[config.mk]
export PLATFORM = sky130hd
export DESIGN_NAME = seq_multiplier
export DESIGN_NICKNAME = d
export VERILOG_FILES = /design/src/rtl/mul_pkg.sv /design/src/rtl/seq_multiplier.sv
export SDC_FILE = /design/constraint.sdc
export NUM_CORES = 1
export LEC_CHECK = 0
export ABC_AREA = 1
export CAP_MARGIN = 15
export CORE_MARGIN = 8
export CORE_UTILIZATION = 55
export DETAILED_ROUTE_END_ITERATION = 8
export HOLD_SLACK_MARGIN = 0.02
export PLACE_DENSITY = 0.73
export SLEW_MARGIN = 20
export SYNTH_ARGS = -nofsm -noshare
export SYNTH_HDL_FRONTEND = slang
export SYNTH_SLANG_ARGS = --single-unit
[constraint.sdc]
create_clock -name Clock -period 3.85 [get_ports Clock]
set_input_delay 0.77 -clock Clock [delete_from_list [all_inputs] [get_ports Clock]]
set_output_delay 0.77 -clock Clock [all_outputs]
set_load 0.01 [all_outputs]
[src/rtl/mul_pkg.sv]
// ---------------------------------------------------------------------------
// mul_pkg
// Shared constants and types for the sequential shift-add multiplier.
//   WIDTH      : operand width in bits
//   PROD_WIDTH : product width (2 * WIDTH)
//   CNT_WIDTH  : iteration counter width, wide enough to hold WIDTH itself
//   state_t    : multiplier control states
// ---------------------------------------------------------------------------
package mul_pkg;

  localparam int WIDTH      = 24;
  localparam int PROD_WIDTH = 2 * WIDTH;
  localparam int CNT_WIDTH  = $clog2(WIDTH + 1);

  typedef enum logic [1:0] {
    IDLE = 2'd0,
    RUN  = 2'd1,
    DONE = 2'd2
  } state_t;

endpackage

[src/rtl/seq_multiplier.sv]
// ---------------------------------------------------------------------------
// seq_multiplier
// Multi-cycle WIDTH x WIDTH shift-add multiplier feeding the CPU's mul result
// register. One partial product is folded in per clock; signed operands are
// handled by multiplying magnitudes and negating the result at the end.
//
// Ports:
//   Clock     in   rising-edge clock
//   Reset_n   in   asynchronous active-low reset
//   Start     in   request a multiply (sampled only in IDLE)
//   Signed    in   1 = two's-complement operands, 0 = unsigned
//   OperandA  in   multiplicand
//   OperandB  in   multiplier
//   Busy      out  high whenever the unit is not IDLE
//   Done      out  one-cycle pulse when WriteMul carries a new product
//   MulWrite  out  write strobe for the mul register, identical to Done
//   WriteMul  out  product, held until the next completion
// ---------------------------------------------------------------------------
module seq_multiplier
  import mul_pkg::*;
(
  input  logic                  Clock,
  input  logic                  Reset_n,
  input  logic                  Start,
  input  logic                  Signed,
  input  logic [WIDTH-1:0]      OperandA,
  input  logic [WIDTH-1:0]      OperandB,
  output logic                  Busy,
  output logic                  Done,
  output logic                  MulWrite,
  output logic [PROD_WIDTH-1:0] WriteMul
);

  localparam logic [CNT_WIDTH-1:0] CNT_INIT = CNT_WIDTH'(WIDTH);
  localparam logic [CNT_WIDTH-1:0] CNT_ONE  = CNT_WIDTH'(1);

  state_t                r_state;
  state_t                w_stateNext;

  logic [WIDTH-1:0]      r_multiplicand;
  logic [WIDTH-1:0]      r_multiplier;
  logic                  r_sign;
  logic [CNT_WIDTH-1:0]  r_count;
  logic [PROD_WIDTH:0]   r_acc;
  logic [PROD_WIDTH-1:0] r_product;

  logic [WIDTH-1:0]      w_magA;
  logic [WIDTH-1:0]      w_magB;
  logic [WIDTH-1:0]      w_addend;
  logic [WIDTH:0]        w_sum;
  logic [PROD_WIDTH:0]   w_accShifted;
  logic [PROD_WIDTH-1:0] w_result;

  // Magnitude of each operand in signed mode. The most negative value maps
  // onto 2^(WIDTH-1), which still fits as an unsigned WIDTH-bit number.
  assign w_magA = (Signed && OperandA[WIDTH-1]) ? -OperandA : OperandA;
  assign w_magB = (Signed && OperandB[WIDTH-1]) ? -OperandB : OperandB;

  // One shift-add step: add the multiplicand into the upper half when the
  // multiplier LSB is set, keeping the carry in the extra top bit, then shift
  // the whole accumulator right by one.
  assign w_addend     = r_multiplier[0] ? r_multiplicand : '0;
  assign w_sum        = r_acc[PROD_WIDTH:WIDTH] + {1'b0, w_addend};
  assign w_accShifted = {1'b0, w_sum, r_acc[WIDTH-1:1]};

  // Negating zero yields zero, so a signed zero product never turns negative.
  assign w_result = r_sign ? -r_acc[PROD_WIDTH-1:0] : r_acc[PROD_WIDTH-1:0];

  // State register.
  always_ff @(posedge Clock or negedge Reset_n) begin
    if (!Reset_n) begin
      r_state <= IDLE;
    end else begin
      r_state <= w_stateNext;
    end
  end

  // Next-state and state-decoded outputs. RUN holds until the counter has
  // drained to zero, which gives WIDTH iterations plus the cycle that
  // observes the empty counter and launches the final result into DONE.
  always_comb begin
    w_stateNext = r_state;
    Busy        = 1'b0;
    Done        = 1'b0;
    case (r_state)
      IDLE: begin
        if (Start) begin
          w_stateNext = RUN;
        end
      end
      RUN: begin
        Busy = 1'b1;
        if (r_count == '0) begin
          w_stateNext = DONE;
        end
      end
      DONE: begin
        Busy        = 1'b1;
        Done        = 1'b1;
        w_stateNext = IDLE;
      end
      default: begin
        w_stateNext = IDLE;
      end
    endcase
  end

  assign MulWrite = Done;
  assign WriteMul = r_product;

  // Datapath: capture operands in IDLE, iterate in RUN, and update the held
  // product only on the transition into DONE so it stays stable otherwise.
  always_ff @(posedge Clock or negedge Reset_n) begin
    if (!Reset_n) begin
      r_multiplicand <= '0;
      r_multiplier   <= '0;
      r_sign         <= 1'b0;
      r_count        <= '0;
      r_acc          <= '0;
      r_product      <= '0;
    end else begin
      case (r_state)
        IDLE: begin
          if (Start) begin
            r_multiplicand <= w_magA;
            r_multiplier   <= w_magB;
            r_sign         <= Signed & (OperandA[WIDTH-1] ^ OperandB[WIDTH-1]);
            r_count        <= CNT_INIT;
            r_acc          <= '0;
          end
        end
        RUN: begin
          if (r_count != '0) begin
            r_acc        <= w_accShifted;
            r_multiplier <= r_multiplier >> 1;
            r_count      <= r_count - CNT_ONE;
          end else begin
            r_product <= w_result;
          end
        end
        default: begin
        end
      endcase
    end
  end

endmodule
Word level (Yosys, flattened, before mapping)

Cells that the tools add are included.

Bits in registers: 153
Input port bits: 52
Output and inout bits: 51
Word-level logic and storage cells: 49

Add/subtract/negate cells: 5
Eq/ne operators: 5
Multiplexer cells: 18
Bitwise operators: 3
Reduce and logical (&&, ||, !) cells: 11

Operator list:

| operator            | count |
|---|---|
| $mux 24             | 5 |
| $mux 49             | 2 |
| $pmux 49 s2         | 1 |
| $mux 48             | 1 |
| $neg 24->24         | 2 |
| $neg 48->48         | 1 |
| $pmux 24 s2         | 1 |
| $add 25x24->25      | 1 |
| $mux 5              | 2 |
| $pmux 5 s2          | 1 |
| $ne 2x2->1 const B  | 3 |
| $reduce_and 2->1    | 3 |
| $logic_not 5->1     | 1 |
| $reduce_bool 5->1   | 1 |
| $sub 5x1->5 const B | 1 |
| $mux 2              | 2 |
| $pmux 2 s2          | 1 |
| $reduce_and 3->1    | 1 |
| $eq 2x1->1 const B  | 1 |
| $eq 2x2->1 const B  | 1 |
| $logic_and 1x1->1   | 2 |
| $logic_not 2->1     | 1 |
| $mux 1              | 2 |
| $reduce_bool 2->1   | 1 |
| 4 further kinds     | 4 |

Logic depth before layout (Yosys ltp)

Depth after elaboration: 4
Gate-level depth with buffers: 18
Gate-level depth less buffers: 16

Worst setup path after synthesis

Ideal clock, no wire load.

Path kind: reg2reg
Start point: register r_multiplier[0]
End point: register r_acc[39]
Arrival time: 2.226 ns
Path slack: 1.506 ns
Cell stages (with the launch flop): 18
Buffers on the path: 2
Path through: dfrtp_1 -> clkbuf_1 -> clkbuf_1 -> nand2_1 -> inv_1 -> ha_1 -> inv_1 -> fa_1 -> inv_1 -> nand3_1 -> nand3_1 -> nand2_1 -> nand3_1 -> nand2_1 -> nand2_1 -> nand2_1 -> nand3_1 -> nand2_1

Cells in the longest elaborated chain, start to end: 4

RTL lines:

| what                   | line                  | source |
|---|---|---|
| from (decl)            | seq_multiplier.sv:41  | `logic [WIDTH-1:0] r_multiplier;` |
| from (signal assigned) | seq_multiplier.sv:126 | `r_multiplier <= w_magB;` |
| from (signal assigned) | seq_multiplier.sv:135 | `r_multiplier <= r_multiplier >> 1;` |
| $mux 24                | seq_multiplier.sv:62  | `assign w_addend = r_multiplier[0] ? r_multiplicand : '0;` |
| $add 25x24->25         | seq_multiplier.sv:63  | `assign w_sum = r_acc[PROD_WIDTH:WIDTH] + {1'b0, w_addend};` |
| $mux 49                | seq_multiplier.sv:133 | `if (r_count != '0) begin` |
| $pmux 49 s2            | seq_multiplier.sv:122 | `case (r_state)` |
| to (signal assigned)   | seq_multiplier.sv:134 | `r_acc <= w_accShifted;` |
| to (decl)              | seq_multiplier.sv:44  | `logic [PROD_WIDTH:0] r_acc;` |

No other way between the ends. The select of a mux whose other input is x is not followed.
A chain may end at the register's enable or synchronous reset.

Worst setup path after layout

Start point: register r_multiplier[0]
End point: register r_acc[47]

The elaborated chain is that of the path after synthesis.

==> results.sh <==
export IMPL_cp_data_required_time_ns=4.22
export IMPL_clk_path_buf_depth=2
export IMPL_first_global_vias=9427
export IMPL_ys_seq_area_share_pct=35.8
export IMPL_path_cells="nand2_1, inv_1, ha_1, inv_1, fa_1, inv_1, nand3_1, nand3_1, nand2_1, nand3_1, nand2_1, nand2_1, nand2_1, nand2_1, nand2_1, nand2_1"
export IMPL_min_period_over_period_pct=69.9
export IMPL_layout_min_cycle_time_ns=2.69
export IMPL_synth_edff_count=0
export IMPL_final_common_cell="nand2_1"
export IMPL_crit_path_start_kind="flip-flop"
export IMPL_hold_class="in -> async"
export IMPL_drc_errors=0
export IMPL_critical_path_class="reg -> reg"
export IMPL_dr_pass1_iters=5
export IMPL_syn_nets=1710
export IMPL_cts_hold_buf=0
export IMPL_leakage_nw=6.56
export IMPL_overflow=0
export IMPL_rsz0062_at_grt="no"
export IMPL_skew_ns=0.0112
export IMPL_slowest_delay_ns=0.79
export IMPL_fp_dieW_um=155
export IMPL_critPathCapture="r_acc[47]"
export IMPL_use_met2_pct=36.4
export IMPL_core_area_um2=19200
export IMPL_synth_seq_cells=152
export IMPL_root_buffer="clkbuf_16"
export IMPL_r2r_start="r_multiplier[0]"
export IMPL_finalMaxSlewViolations=0
export IMPL_holdWs_ns=0.335
export IMPL_status="completed"
export IMPL_drive_gt1_share_pct=4.83
export IMPL_gp_congestion=0.925
export IMPL_cts_buffers=17
export IMPL_rrSetupSlack_ns=1.16
export IMPL_grt_max_degree=68
export IMPL_cts_repair_resized=0
export IMPL_cp_arrival_ns=3.06
export IMPL_ys_flop_type="dfrtp_1"
export IMPL_setup_viol=0
export IMPL_vdd_drop_max_mv=0.547
export IMPL_slew_headroom_pct=46.7
export IMPL_grt_use_total_pct=23.1
export IMPL_fin_util_pct=64.7
export IMPL_io_pins=103
export IMPL_clock_sinks=152
export IMPL_use_met1_pct=32.2
export IMPL_fin_nets=1792
export IMPL_clk_pin_slew_ns=0.07
export IMPL_critical_path_max_fanout=25
export IMPL_antenna_found_initial=0
export IMPL_stdcell_area_um2=12400
export IMPL_vias_per_cell=5.17
export IMPL_worst_slew_pin_slew_ns=0.798
export IMPL_cp_startpoint="r_multiplier[0]"
export IMPL_die_h_um=155
export IMPL_postSynthAreaPerCell_um2=6.55
export IMPL_num_rows=51
export IMPL_initialDrtViolationCount=721
export IMPL_placed_area_um2=11800
export IMPL_synth_area_leader_cell="dfrtp_1"
export IMPL_syn_area_um2=10600
export IMPL_n_antenna_cell=0
export IMPL_busiest_layer="met2"
export IMPL_preCtsSetupSlack_ns=1.09
export IMPL_slowest_stage="dfrtp_1"
export IMPL_grt_pass1_wl_um=45400
export IMPL_die_area_um2=24000
export IMPL_grt_met3_usage_pct=3.11
export IMPL_dp_hpwl_um=21200
export IMPL_wl_per_cell_um=13.9
export IMPL_synth_distinct_cells=44
export IMPL_cts_tree="yes"
export IMPL_ys_warnings_count=0
export IMPL_drv_cap=0
export IMPL_timing_rr_end="r_acc[47]"
export IMPL_endpoint_kind="flip-flop"
export IMPL_drtAntennaViolNets=0
export IMPL_vias=10300
export IMPL_powerDensity_nw_per_um2=698
export IMPL_setup_ws_ns=1.16
export IMPL_ff2ff_path_depth=16
export IMPL_postCtsSetupBuffers=0
export IMPL_synth_top_area_share_pct=35.8
export IMPL_final_setup_tns_ns=0
export IMPL_area_growth_synth_to_final_pct=16.9
export IMPL_critical_path_most_common_cell="nand2_1"
export IMPL_portBuffers=102
export IMPL_clkLatencyLatePin_ns=0.43
export IMPL_drt_wl_total_um=27500
export IMPL_synth_cells=1624
export IMPL_yosys_top_cells_area="dfrtp_1 36%, nand2_1 20%, nand3_1 7.3%"
export IMPL_async_flop_share_pct=100
export IMPL_fmax_mhz=371
export IMPL_final_cell_mix="571 x nand2_1, 201 x inv_1, 156 x nand3_1"
export IMPL_h_tree_depth=4
export IMPL_initial_core_util_pct=55.4
export IMPL_final_hold_viol_count=0
power breakdown:
group / leakage, nW / switching, mW / total [mW] / internal (mW)
registers: 1.93 / 0.429 / 2.61 / 2.18
logic: 4.34 / 2.77 / 4.40 / 1.63
clock network: 0.289 / 0.789 / 1.66 / 0.875
total: 6.56 / 3.98 / 8.68 / 4.69
area by class of cell:
class | count | area [µm²]
well taps | 265 | 332
multi-input cells | 1217 | 5810
clock inverters | 15 | 175
fillers | 1794 | 6780
flip-flops and latches | 152 | 3800
clock buffers | 17 | 425
repair buffers | 112 | 1110
inverters | 206 | 773
stage by stage:
step,power (mW),std cells
floorplan,5.64,1624
global placement,6.93,1952
detailed placement,7.01,1952
CTS,8.69,1984
global route,9.42,1984
finish,8.68,1984
kinds of logic after synthesis:
| group | share of synthesized area, % |
|---|---|
| xor gates and xnor gates | 2.88 |
| and+or+nand+nor | 37.3 |
| adders and majority gates | 4.07 |
| DFF | 35.8 |
| buffers and inverters | 9.63 |
| AOI/OAI and AO/OA | 10.4 |
how the worst min path moves through the flow:
| stage | from | slack, ns | cells past startpoint | endpoint |
|---|---|---|---|---|
| 2_1_floorplan | r_multiplier[2] | 0.44 | 2 | r_multiplier[2] |
| 3_3_place_gp | r_count[4] | 0.46 | 1 | r_count[4] |
| 3_5_place_dp | r_multiplier[2] | 0.46 | 2 | r_multiplier[2] |
| 4_1_cts | Reset_n | 0.35 | 1 | r_multiplier[19] |
| 5_1_grt | Reset_n | 0.38 | 1 | r_multiplier[20] |
| 6_report | Reset_n | 0.34 | 1 | r_multiplier[18] |
critical path: cells and delay by family (launching register included):
family                   cells  cell delay (ns)
AND/OR/NAND/NOR             11             0.97
buffers and inverters        3             0.30
adder cells (fa/ha/maj)      2             0.56
flip-flops                   1             0.79
cells in the mapped netlist, types with 4 or more instances:
cell / number
xnor2_1: 7
o21ai_2: 5
xor2_1: 28
a21oi_1: 48
o21ai_1: 7
nand2_2: 9
or2_2: 5
o21bai_1: 6
nand3b_1: 10
inv_2: 4
o21ai_0: 100
o22ai_1: 12
clkbuf_1: 18
nand4_1: 12
nor2_2: 11
nor3_1: 11
nor2_1: 149
nand2_1: 572
inv_1: 201
buf_2: 21
ha_1: 33
o31ai_1: 7
o211ai_1: 6
nand3_1: 156
dfrtp_1: 152
buf_4: 4
registers in the layout (all words and copies together), names as in the netlist:
register,flops
WriteMul,48
r_acc,48
r_multiplicand,24
r_count,5
r_state,2
r_sign,1
r_multiplier,24
routing by layer:
| metal | wire (µm) | share of wire [%] |
|---|---|---|
| met3 | 1550 | 5.6 |
| met4 | 504 | 1.8 |
| met5 | 0 | 0 |
| met1 | 13300 | 48 |
| met2 | 12100 | 44 |
Power figures use the tool's default switching activity.
